==> config.mk <==
export PLATFORM = sky130hd
export DESIGN_NAME = dcache_s2_pipe_flat
export DESIGN_NICKNAME = d
export VERILOG_FILES = /design/src/rtl/dcache_s2_pipe_if.sv /design/src/rtl/dcache_s2_pipe.sv /design/src/flat_wrapper.sv
export SDC_FILE = /design/constraint.sdc
export NUM_CORES = 2
export LEC_CHECK = 0
export CORE_AREA = 2 2 692 694
export DETAILED_ROUTE_END_ITERATION = 10
export DIE_AREA = 0 0 694 696
export GPL_TIMING_DRIVEN = 0
export PLACE_DENSITY = 0.3
export SETUP_SLACK_MARGIN = 0.4
export SYNTH_ARGS = -nofsm -noshare
export SYNTH_HDL_FRONTEND = slang
export SYNTH_SLANG_ARGS = --single-unit
==> constraint.sdc <==
create_clock -name clk -period 8.1 [get_ports clk]
set_input_delay 1.215 -clock clk [delete_from_list [all_inputs] [get_ports clk]]
set_output_delay 1.215 -clock clk [all_outputs]
set_load 0.03 [all_outputs]
==> src/rtl/dcache_s2_pipe_if.sv <==
// Request bundle from the dcache s1 stage and the registered s2 view handed back to it.
interface dcache_s2_pipe_if #(
   parameter int NWAYS  = 4,
   parameter int TAG_W  = 20,
   parameter int IDX_W  = 6,
   parameter int NBYP   = 3,
   parameter int DATA_W = 64,
   parameter int ROW_W  = 128
);
   localparam int PADDR_W = TAG_W + IDX_W + 6;

   logic                      s1_valid;
   logic                      s1_kill;
   logic                      s1_replay;
   logic                      s1_clk_en;
   logic [PADDR_W-1:0]        s1_paddr;
   logic [4:0]                s1_cmd;
   logic [DATA_W-1:0]         s1_wdata;
   logic                      s1_nack;
   logic [NWAYS*TAG_W-1:0]    meta_tag_in;
   logic [NWAYS*2-1:0]        meta_state_in;
   logic [NWAYS*ROW_W-1:0]    data_in;
   logic [NBYP-1:0]           byp_valid;
   logic [NBYP-1:0]           byp_write;
   logic [NBYP*PADDR_W-1:0]   byp_addr;
   logic [NBYP*DATA_W-1:0]    byp_data;
   logic                      flush;

   logic                      s1_ready;
   logic                      s2_valid;
   logic                      s2_killed;
   logic                      s2_replay;
   logic                      s2_nack;
   logic                      s2_hit;
   logic [PADDR_W-1:0]        s2_addr;
   logic [4:0]                s2_cmd;
   logic [DATA_W-1:0]         s2_wdata;
   logic [NWAYS-1:0]          s2_hit_way;
   logic [NWAYS-1:0]          s2_victim_way;
   logic [NWAYS*TAG_W-1:0]    s2_meta_tag;
   logic [NWAYS*2-1:0]        s2_meta_state;
   logic [NWAYS*ROW_W-1:0]    s2_rows;
   logic                      s2_store_bypass;
   logic [DATA_W-1:0]         s2_bypass_data;

   modport master (
      output s1_valid, s1_kill, s1_replay, s1_clk_en, s1_paddr, s1_cmd, s1_wdata, s1_nack,
             meta_tag_in, meta_state_in, data_in, byp_valid, byp_write, byp_addr, byp_data, flush,
      input  s1_ready, s2_valid, s2_killed, s2_replay, s2_nack, s2_hit, s2_addr, s2_cmd,
             s2_wdata, s2_hit_way, s2_victim_way, s2_meta_tag, s2_meta_state, s2_rows,
             s2_store_bypass, s2_bypass_data
   );

   modport slave (
      input  s1_valid, s1_kill, s1_replay, s1_clk_en, s1_paddr, s1_cmd, s1_wdata, s1_nack,
             meta_tag_in, meta_state_in, data_in, byp_valid, byp_write, byp_addr, byp_data, flush,
      output s1_ready, s2_valid, s2_killed, s2_replay, s2_nack, s2_hit, s2_addr, s2_cmd,
             s2_wdata, s2_hit_way, s2_victim_way, s2_meta_tag, s2_meta_state, s2_rows,
             s2_store_bypass, s2_bypass_data
   );
endinterface

==> src/rtl/dcache_s2_pipe.sv <==
// Dcache s1->s2 pipeline register: tag compare, PLRU/invalid victim select, store bypass, PLRU flush.
// Latency: one cycle from s1 inputs to s2 outputs.
// Backpressure: s1_ready drops for the NSETS cycles of a flush; s1 requests then come back nacked.
module dcache_s2_pipe #(
   parameter int NWAYS  = 4,
   parameter int TAG_W  = 20,
   parameter int IDX_W  = 6,
   parameter int NBYP   = 3,
   parameter int DATA_W = 64,
   parameter int ROW_W  = 128
) (
   input logic           clk,
   input logic           reset,
   dcache_s2_pipe_if.slave bus
);
   localparam int PADDR_W = TAG_W + IDX_W + 6;
   localparam int NSETS   = 1 << IDX_W;
   localparam int LOGW    = $clog2(NWAYS);

   localparam logic [0:0] IDLE  = 1'b0;
   localparam logic [0:0] FLUSH = 1'b1;

   // Tree nodes are heap-numbered from 1; node n's children are 2n and 2n+1, a bit of 1 steers right.
   function automatic logic [LOGW-1:0] plru_leaf(input logic [NWAYS-2:0] t);
      logic [2*NWAYS-1:0] nodes;
      logic [LOGW:0]      n;
      nodes = '0;
      nodes[NWAYS-1:1] = t;
      n = {{LOGW{1'b0}}, 1'b1};
      for (int l = 0; l < LOGW; l++) n = {n[LOGW-1:0], nodes[n]};
      return n[LOGW-1:0];
   endfunction

   function automatic logic [NWAYS-2:0] plru_touch(input logic [NWAYS-2:0] t, input logic [LOGW-1:0] way);
      logic [2*NWAYS-1:0] nodes;
      logic [LOGW:0]      n;
      nodes = '0;
      nodes[NWAYS-1:1] = t;
      n = {{LOGW{1'b0}}, 1'b1};
      for (int l = LOGW-1; l >= 0; l--) begin
         nodes[n] = ~way[l];
         n = {n[LOGW-1:0], way[l]};
      end
      return nodes[NWAYS-1:1];
   endfunction

   logic [0:0]        state;
   logic [IDX_W-1:0]  flush_idx;
   logic [NWAYS-2:0]  plru [NSETS];

   logic              s1_write;
   logic [IDX_W-1:0]  s1_set;
   logic [IDX_W-1:0]  s2_set;
   logic              plru_upd;
   logic [NWAYS-2:0]  plru_s2_next;
   logic [NWAYS-2:0]  plru_s1;
   logic [NWAYS-1:0]  hit_way;
   logic [LOGW-1:0]   victim_idx;
   logic [LOGW-1:0]   s2_hit_idx;
   logic              byp_hit;
   logic [DATA_W-1:0] byp_sel;
   logic              unused_bits;

   assign bus.s1_ready = (state == IDLE);
   assign s1_write     = (bus.s1_cmd == 5'd1) || (bus.s1_cmd == 5'd4) || (bus.s1_cmd == 5'd7) || bus.s1_cmd[3];
   assign s1_set       = bus.s1_paddr[IDX_W+5:6];
   assign s2_set       = bus.s2_addr[IDX_W+5:6];
   assign plru_upd     = bus.s2_valid & bus.s2_hit & ~bus.s2_nack & (state == IDLE);
   assign plru_s2_next = plru_touch(plru[s2_set], s2_hit_idx);
   // A same-set hit retiring in s2 must be visible to this cycle's victim choice.
   assign plru_s1      = (plru_upd && (s1_set == s2_set)) ? plru_s2_next : plru[s1_set];
   assign unused_bits  = ^{bus.s1_paddr[2:0], bus.byp_addr};

   always_comb begin
      hit_way    = '0;
      s2_hit_idx = '0;
      victim_idx = plru_leaf(plru_s1);
      byp_hit    = 1'b0;
      byp_sel    = bus.s2_bypass_data;
      for (int w = 0; w < NWAYS; w++)
         hit_way[w] = (bus.meta_tag_in[w*TAG_W +: TAG_W] == bus.s1_paddr[PADDR_W-1 -: TAG_W]) &&
                      (bus.meta_state_in[w*2 +: 2] != 2'b00);
      // Descending scans so the lowest index wins.
      for (int w = NWAYS-1; w >= 0; w--) begin
         if (bus.meta_state_in[w*2 +: 2] == 2'b00) victim_idx = LOGW'(w);
         if (bus.s2_hit_way[w]) s2_hit_idx = LOGW'(w);
      end
      for (int i = NBYP-1; i >= 0; i--) begin
         if (bus.byp_valid[i] && bus.byp_write[i] &&
             (bus.byp_addr[i*PADDR_W+3 +: PADDR_W-3] == bus.s1_paddr[PADDR_W-1:3])) begin
            byp_hit = 1'b1;
            byp_sel = bus.byp_data[i*DATA_W +: DATA_W];
         end
      end
   end

   always_ff @(posedge clk) begin
      if (reset) begin
         state     <= IDLE;
         flush_idx <= '0;
         for (int s = 0; s < NSETS; s++) plru[s] <= '0;
         bus.s2_valid        <= 1'b0;
         bus.s2_killed       <= 1'b0;
         bus.s2_replay       <= 1'b0;
         bus.s2_nack         <= 1'b0;
         bus.s2_hit          <= 1'b0;
         bus.s2_addr         <= '0;
         bus.s2_cmd          <= '0;
         bus.s2_wdata        <= '0;
         bus.s2_hit_way      <= '0;
         bus.s2_victim_way   <= '0;
         bus.s2_meta_tag     <= '0;
         bus.s2_meta_state   <= '0;
         bus.s2_rows         <= '0;
         bus.s2_store_bypass <= 1'b0;
         bus.s2_bypass_data  <= '0;
      end else begin
         if (state == FLUSH) begin
            plru[flush_idx] <= '0;
            flush_idx       <= flush_idx + 1'b1;
            if (flush_idx == IDX_W'(NSETS-1)) state <= IDLE;
         end else begin
            if (plru_upd) plru[s2_set] <= plru_s2_next;
            if (bus.flush) state <= FLUSH;
         end

         bus.s2_valid  <= bus.s1_valid & ~bus.s1_kill & bus.s1_ready;
         bus.s2_killed <= bus.s1_valid & bus.s1_kill;
         bus.s2_replay <= bus.s1_replay & (bus.s1_cmd != 5'd5);
         if (bus.s1_valid | bus.s1_replay) bus.s2_nack <= bus.s1_nack | ~bus.s1_ready;

         bus.s2_hit_way    <= hit_way;
         bus.s2_hit        <= |hit_way;
         bus.s2_victim_way <= {{(NWAYS-1){1'b0}}, 1'b1} << victim_idx;
         bus.s2_meta_tag   <= bus.meta_tag_in;
         bus.s2_meta_state <= bus.meta_state_in;
         bus.s2_rows       <= bus.data_in;

         if (bus.s1_clk_en) begin
            bus.s2_addr         <= bus.s1_paddr;
            bus.s2_cmd          <= bus.s1_cmd;
            if (s1_write) bus.s2_wdata <= bus.s1_wdata;
            bus.s2_store_bypass <= byp_hit;
            bus.s2_bypass_data  <= byp_sel;
         end
      end
   end
endmodule

==> src/flat_wrapper.sv <==
// flat-port wrapper written by rule: the top's interface ports become plain ports
module dcache_s2_pipe_flat 
#(
   parameter int NWAYS  = 4,
   parameter int TAG_W  = 20,
   parameter int IDX_W  = 6,
   parameter int NBYP   = 3,
   parameter int DATA_W = 64,
   parameter int ROW_W  = 128
)
  (clk, reset, bus_s1_valid, bus_s1_kill, bus_s1_replay, bus_s1_clk_en, bus_s1_paddr, bus_s1_cmd, bus_s1_wdata, bus_s1_nack, bus_meta_tag_in, bus_meta_state_in, bus_data_in, bus_byp_valid, bus_byp_write, bus_byp_addr, bus_byp_data, bus_flush, bus_s1_ready, bus_s2_valid, bus_s2_killed, bus_s2_replay, bus_s2_nack, bus_s2_hit, bus_s2_addr, bus_s2_cmd, bus_s2_wdata, bus_s2_hit_way, bus_s2_victim_way, bus_s2_meta_tag, bus_s2_meta_state, bus_s2_rows, bus_s2_store_bypass, bus_s2_bypass_data);
  dcache_s2_pipe_if #(.NWAYS(NWAYS), .TAG_W(TAG_W), .IDX_W(IDX_W), .NBYP(NBYP), .DATA_W(DATA_W), .ROW_W(ROW_W)) bus_i ();
  input logic clk;
  input logic reset;
  input wire logic [$bits(bus_i.s1_valid)-1:0] bus_s1_valid;
  input wire logic [$bits(bus_i.s1_kill)-1:0] bus_s1_kill;
  input wire logic [$bits(bus_i.s1_replay)-1:0] bus_s1_replay;
  input wire logic [$bits(bus_i.s1_clk_en)-1:0] bus_s1_clk_en;
  input wire logic [$bits(bus_i.s1_paddr)-1:0] bus_s1_paddr;
  input wire logic [$bits(bus_i.s1_cmd)-1:0] bus_s1_cmd;
  input wire logic [$bits(bus_i.s1_wdata)-1:0] bus_s1_wdata;
  input wire logic [$bits(bus_i.s1_nack)-1:0] bus_s1_nack;
  input wire logic [$bits(bus_i.meta_tag_in)-1:0] bus_meta_tag_in;
  input wire logic [$bits(bus_i.meta_state_in)-1:0] bus_meta_state_in;
  input wire logic [$bits(bus_i.data_in)-1:0] bus_data_in;
  input wire logic [$bits(bus_i.byp_valid)-1:0] bus_byp_valid;
  input wire logic [$bits(bus_i.byp_write)-1:0] bus_byp_write;
  input wire logic [$bits(bus_i.byp_addr)-1:0] bus_byp_addr;
  input wire logic [$bits(bus_i.byp_data)-1:0] bus_byp_data;
  input wire logic [$bits(bus_i.flush)-1:0] bus_flush;
  output wire logic [$bits(bus_i.s1_ready)-1:0] bus_s1_ready;
  output wire logic [$bits(bus_i.s2_valid)-1:0] bus_s2_valid;
  output wire logic [$bits(bus_i.s2_killed)-1:0] bus_s2_killed;
  output wire logic [$bits(bus_i.s2_replay)-1:0] bus_s2_replay;
  output wire logic [$bits(bus_i.s2_nack)-1:0] bus_s2_nack;
  output wire logic [$bits(bus_i.s2_hit)-1:0] bus_s2_hit;
  output wire logic [$bits(bus_i.s2_addr)-1:0] bus_s2_addr;
  output wire logic [$bits(bus_i.s2_cmd)-1:0] bus_s2_cmd;
  output wire logic [$bits(bus_i.s2_wdata)-1:0] bus_s2_wdata;
  output wire logic [$bits(bus_i.s2_hit_way)-1:0] bus_s2_hit_way;
  output wire logic [$bits(bus_i.s2_victim_way)-1:0] bus_s2_victim_way;
  output wire logic [$bits(bus_i.s2_meta_tag)-1:0] bus_s2_meta_tag;
  output wire logic [$bits(bus_i.s2_meta_state)-1:0] bus_s2_meta_state;
  output wire logic [$bits(bus_i.s2_rows)-1:0] bus_s2_rows;
  output wire logic [$bits(bus_i.s2_store_bypass)-1:0] bus_s2_store_bypass;
  output wire logic [$bits(bus_i.s2_bypass_data)-1:0] bus_s2_bypass_data;
  assign bus_i.s1_valid = bus_s1_valid;
  assign bus_i.s1_kill = bus_s1_kill;
  assign bus_i.s1_replay = bus_s1_replay;
  assign bus_i.s1_clk_en = bus_s1_clk_en;
  assign bus_i.s1_paddr = bus_s1_paddr;
  assign bus_i.s1_cmd = bus_s1_cmd;
  assign bus_i.s1_wdata = bus_s1_wdata;
  assign bus_i.s1_nack = bus_s1_nack;
  assign bus_i.meta_tag_in = bus_meta_tag_in;
  assign bus_i.meta_state_in = bus_meta_state_in;
  assign bus_i.data_in = bus_data_in;
  assign bus_i.byp_valid = bus_byp_valid;
  assign bus_i.byp_write = bus_byp_write;
  assign bus_i.byp_addr = bus_byp_addr;
  assign bus_i.byp_data = bus_byp_data;
  assign bus_i.flush = bus_flush;
  assign bus_s1_ready = bus_i.s1_ready;
  assign bus_s2_valid = bus_i.s2_valid;
  assign bus_s2_killed = bus_i.s2_killed;
  assign bus_s2_replay = bus_i.s2_replay;
  assign bus_s2_nack = bus_i.s2_nack;
  assign bus_s2_hit = bus_i.s2_hit;
  assign bus_s2_addr = bus_i.s2_addr;
  assign bus_s2_cmd = bus_i.s2_cmd;
  assign bus_s2_wdata = bus_i.s2_wdata;
  assign bus_s2_hit_way = bus_i.s2_hit_way;
  assign bus_s2_victim_way = bus_i.s2_victim_way;
  assign bus_s2_meta_tag = bus_i.s2_meta_tag;
  assign bus_s2_meta_state = bus_i.s2_meta_state;
  assign bus_s2_rows = bus_i.s2_rows;
  assign bus_s2_store_bypass = bus_i.s2_store_bypass;
  assign bus_s2_bypass_data = bus_i.s2_bypass_data;
  dcache_s2_pipe #(.NWAYS(NWAYS), .TAG_W(TAG_W), .IDX_W(IDX_W), .NBYP(NBYP), .DATA_W(DATA_W), .ROW_W(ROW_W)) u_core (.clk(clk), .reset(reset), .bus(bus_i));
endmodule
==> flow_summary.ini <==
[run_status]
status = complete, no violations

[floorplanning]
core_area_um2 = 476400
fp.dieArea_um2 = 483000
dieHeight_um = 696
ios = 1783
num_rows = 254
start_util_pct = 7.662
die_w_um = 694

[finish]
layout-drive-gt1-share_pct = 7.441
final_nets = 6303
syn_to_final_growth_pct = 85.35
fin_area_um2 = 67660

[drt]
drc = 0
num_vias = 35527
viasPerCell = 2.996
avgRoutedWirePerCell_um = 37.99
drt-total-wl_mm = 450.6
final_antenna_net_count = 0
drt_iter0_drc = 2394
firstDrtPassIters = 5

[grt]
grt_most_used_layer = met2
grtUsageMet3_pct = 5.190
grt_pass1_wl_mm = 529.2
overflow = 0
grt_pass1_vias = 36202
track_usage_pct = 17.86
grtUsageMet2_pct = 34.04
met1_usage_pct = 18.10
grt_max_degree = 15
antenna_found_initial = 291

[synthesis]
async_reset_ff_share_pct = 0
yosys.cell_types.count = 63
syn_avg_cell_area_um2 = 10.77
ys_ff_latch = 984
synth_common_cells = dfxtp_1 (792), nor2b_1 (613), nand2_1 (365)
synth-edff-count = 192
synth_area_leaders = dfxtp_1 (43%), edfxtp_1 (16%), nor2b_1 (11%)
yosysTopAreaCell = dfxtp_1
yosys_warnings = 0
synth_fp_nets = 4392
ys_seq_area_share_pct = 59.23
syn-instance-count = 3388
ys.flop_type = dfxtp_1
synth.most_common_cell = dfxtp_1
synth.top_cell.area_share_pct = 43.44
syn-cell-area_um2 = 36500

[timing]
finalCriticalPeriod_ns = 5.808
setup_violations = 0
grt_setup_unrepaired = no
post-route-period-util_pct = 71.70
max_slew_margin_pct = 10.69
fin_skew_ns = 0.1260
clock.fmax_mhz = 172.2
drv_slew = 0
tightest_slew_ns = 1.335
finalHoldViolations = 0

[clocking]
cts_tree = yes
ctsHoldBuffers = 0
clock_latency_ns = 0.91
htreeDepth = 4
clock-sinks = 984
cts_resized = 0
clockBufferDepth = 4
cts_setup_buffers = 0
clockRootBuffer = clkbuf_16
cts_made_buffers = 150
cts.clk_slew.worst_paths_ns = 0.06

[critical_path]
cpMostUsedCell = clkbuf_1
slowest_delay_ns = 0.82
start_kind = input pin
worstPathCellList = clkdlybuf4s50_1 -> buf_2 -> xor2_1 -> nor4_1 -> nand4_1 -> nor4_2 -> buf_4 -> o31ai_2 -> clkbuf_1 -> clkbuf_1 -> a211o_1 -> a21oi_1
cp_max_fo = 10
slowest_stage = clkbuf_1
required_ns = 8.79
worstSetupPathType = input pin to flop
worstPathArrival_ns = 6.50
endpoint_kind = flop

[power]
leakagePower_nw = 22.87
clkPwrFrac_pct = 47.6
comb_power_share_pct = 16.7
power_frac_seq_pct = 35.7
p_sw_share_pct = 30.32
total_power_mw = 14.96
power_density_nw_per_um2 = 221.2
intPower_mw = 10.43
peakVddDrop_mv = 0.1538
switching_power_mw = 4.537

[placed_design]
portBuffers = 1748
gp_congestion = 0.9597
dp_hpwl_mm = 399.7
place_area_um2 = 62060

[hold_path]
holdCritPathClass = flop to flop

[job]
cap_violations = 0
[layer usage]
layer | vias up | share of wire (%) | wire length, um
li1 | 15345 | - | -
met1 | 17530 | 35 | 155900
met2 | 1882 | 54 | 241200
met3 | 678 | 7.3 | 32800
met4 | 92 | 4.5 | 20140
met5 | - | 0.13 | 591
[state kept, by name (all words and copies together) (netlist names), named ones only]
signal                      cells
u_core.state                    1
u_core.bus.s2_wdata            64
u_core.bus.s2_valid             1
u_core.bus.s2_hit_way           4
u_core.bus.s2_cmd               5
u_core.plru                   192
u_core.bus.s2_replay            1
u_core.bus.s2_bypass_data      64
u_core.bus.s2_store_bypass      1
u_core.bus.s2_victim_way        4
u_core.flush_idx                6
u_core.bus.s2_nack              1
u_core.bus.s2_killed            1
u_core.bus.s2_rows            512
u_core.bus.s2_meta_tag         80
u_core.bus.s2_hit               1
u_core.bus.s2_addr             32
u_core.bus.s2_meta_state        8
[cells by family (layout without fill, tap and decap cells)]
logic type               Yosys count  in the layout  synth area share, %
AO/OA/AOI/OAI                    290            290                5.186
buffers and inverters            241           2269                3.037
flip-flops                       984            984                59.23
multiplexers                     236            236                8.004
XOR/XNOR                         172            172                4.127
adder cells (fa/ha/maj)            1              1              0.03427
AND/OR/NAND/NOR                 1464           1464                20.38
other                              0            171                    0
[path summary, 6_finish.rpt]
check,cells after the start,slack [ns],to,startpoint
max reg2reg,11,3.69,u_core.plru[17][1],flop
min,2,0.45,u_core.bus.s2_bypass_data[24],u_core.bus.s2_bypass_data[24]
max,12,2.29,u_core.bus.s2_bypass_data[22],bus_s1_paddr[6]
min reg2reg,2,0.45,u_core.bus.s2_bypass_data[24],u_core.bus.s2_bypass_data[24]
[critical path: cells and delay by family]
| kind | cells | cell delay (ns) |
|---|---|---|
| XOR/XNOR | 1 | 0.21 |
| buffers and inverters | 5 | 3.00 |
| AND/OR/NAND/NOR | 3 | 0.78 |
| AO/OA/AOI/OAI | 3 | 1.22 |
[layout by cell type, fill, tap and decap left out, types with 7 or more instances in the layout]
cell	n
and3_1	10
a21oi_1	144
nand3_1	17
mux4_2	37
buf_2	38
xor2_1	101
nor2_2	11
clkdlybuf4s50_1	1748
clkinv_2	16
o22ai_1	9
nand2b_1	11
clkinv_1	7
a22oi_1	19
clkbuf_2	8
mux2i_1	182
nor2_1	322
nand2_1	365
diode_2	171
nor4_1	28
a211o_1	66
bufinv_16	17
and2_1	9
inv_1	14
a31oi_1	8
xnor2_1	71
dfxtp_1	792
nor2b_1	611
nor3_1	16
a221oi_1	10
o21ai_0	9
edfxtp_1	192
mux2_2	12
clkbuf_16	153
buf_4	24
buf_6	12
clkbuf_1	173
clkbuf_8	22
nand4_1	30
[power groups by stage]
stage               Combinational [mW]  Clock (mW)  Sequential, mW
floorplan                        0.459           0            5.77
global placement                  2.58           0            5.45
detailed placement                2.57           0            5.45
CTS                               2.58        7.45            5.35
global route                      2.59        7.55            5.36
finish                            2.50        7.12            5.34
[metrics by stage]
stage          setup TNS, ns  cells  setup slack [ns]  util, %  hold WS (ns)
2_1_floorplan              0   3388             4.751        -        0.4920
3_5_place_dp               0  11419             1.283    13.03        0.4494
6_report                   0  11859             2.292    14.20        0.4533
4_1_cts                    0  11688             2.243    14.11        0.4577
5_1_grt                    0  11807             2.346    14.17        0.4700
3_3_place_gp          -71.43  11408            -1.435    12.98        0.4457
[area by class of cell]
cell class	instances	area (um2)
Fill cell	53754	408700
Sequential cell	984	21620
Timing Repair Buffer	1759	17660
Multi-Input combinational cell	2163	13810
Tap cell	6272	7848
Clock buffer	204	4240
Buffer	226	1064
Clock inverter	65	932.1
Antenna cell	171	427.9
Inverter	15	56.30
(Power assumes the default switching activity.)
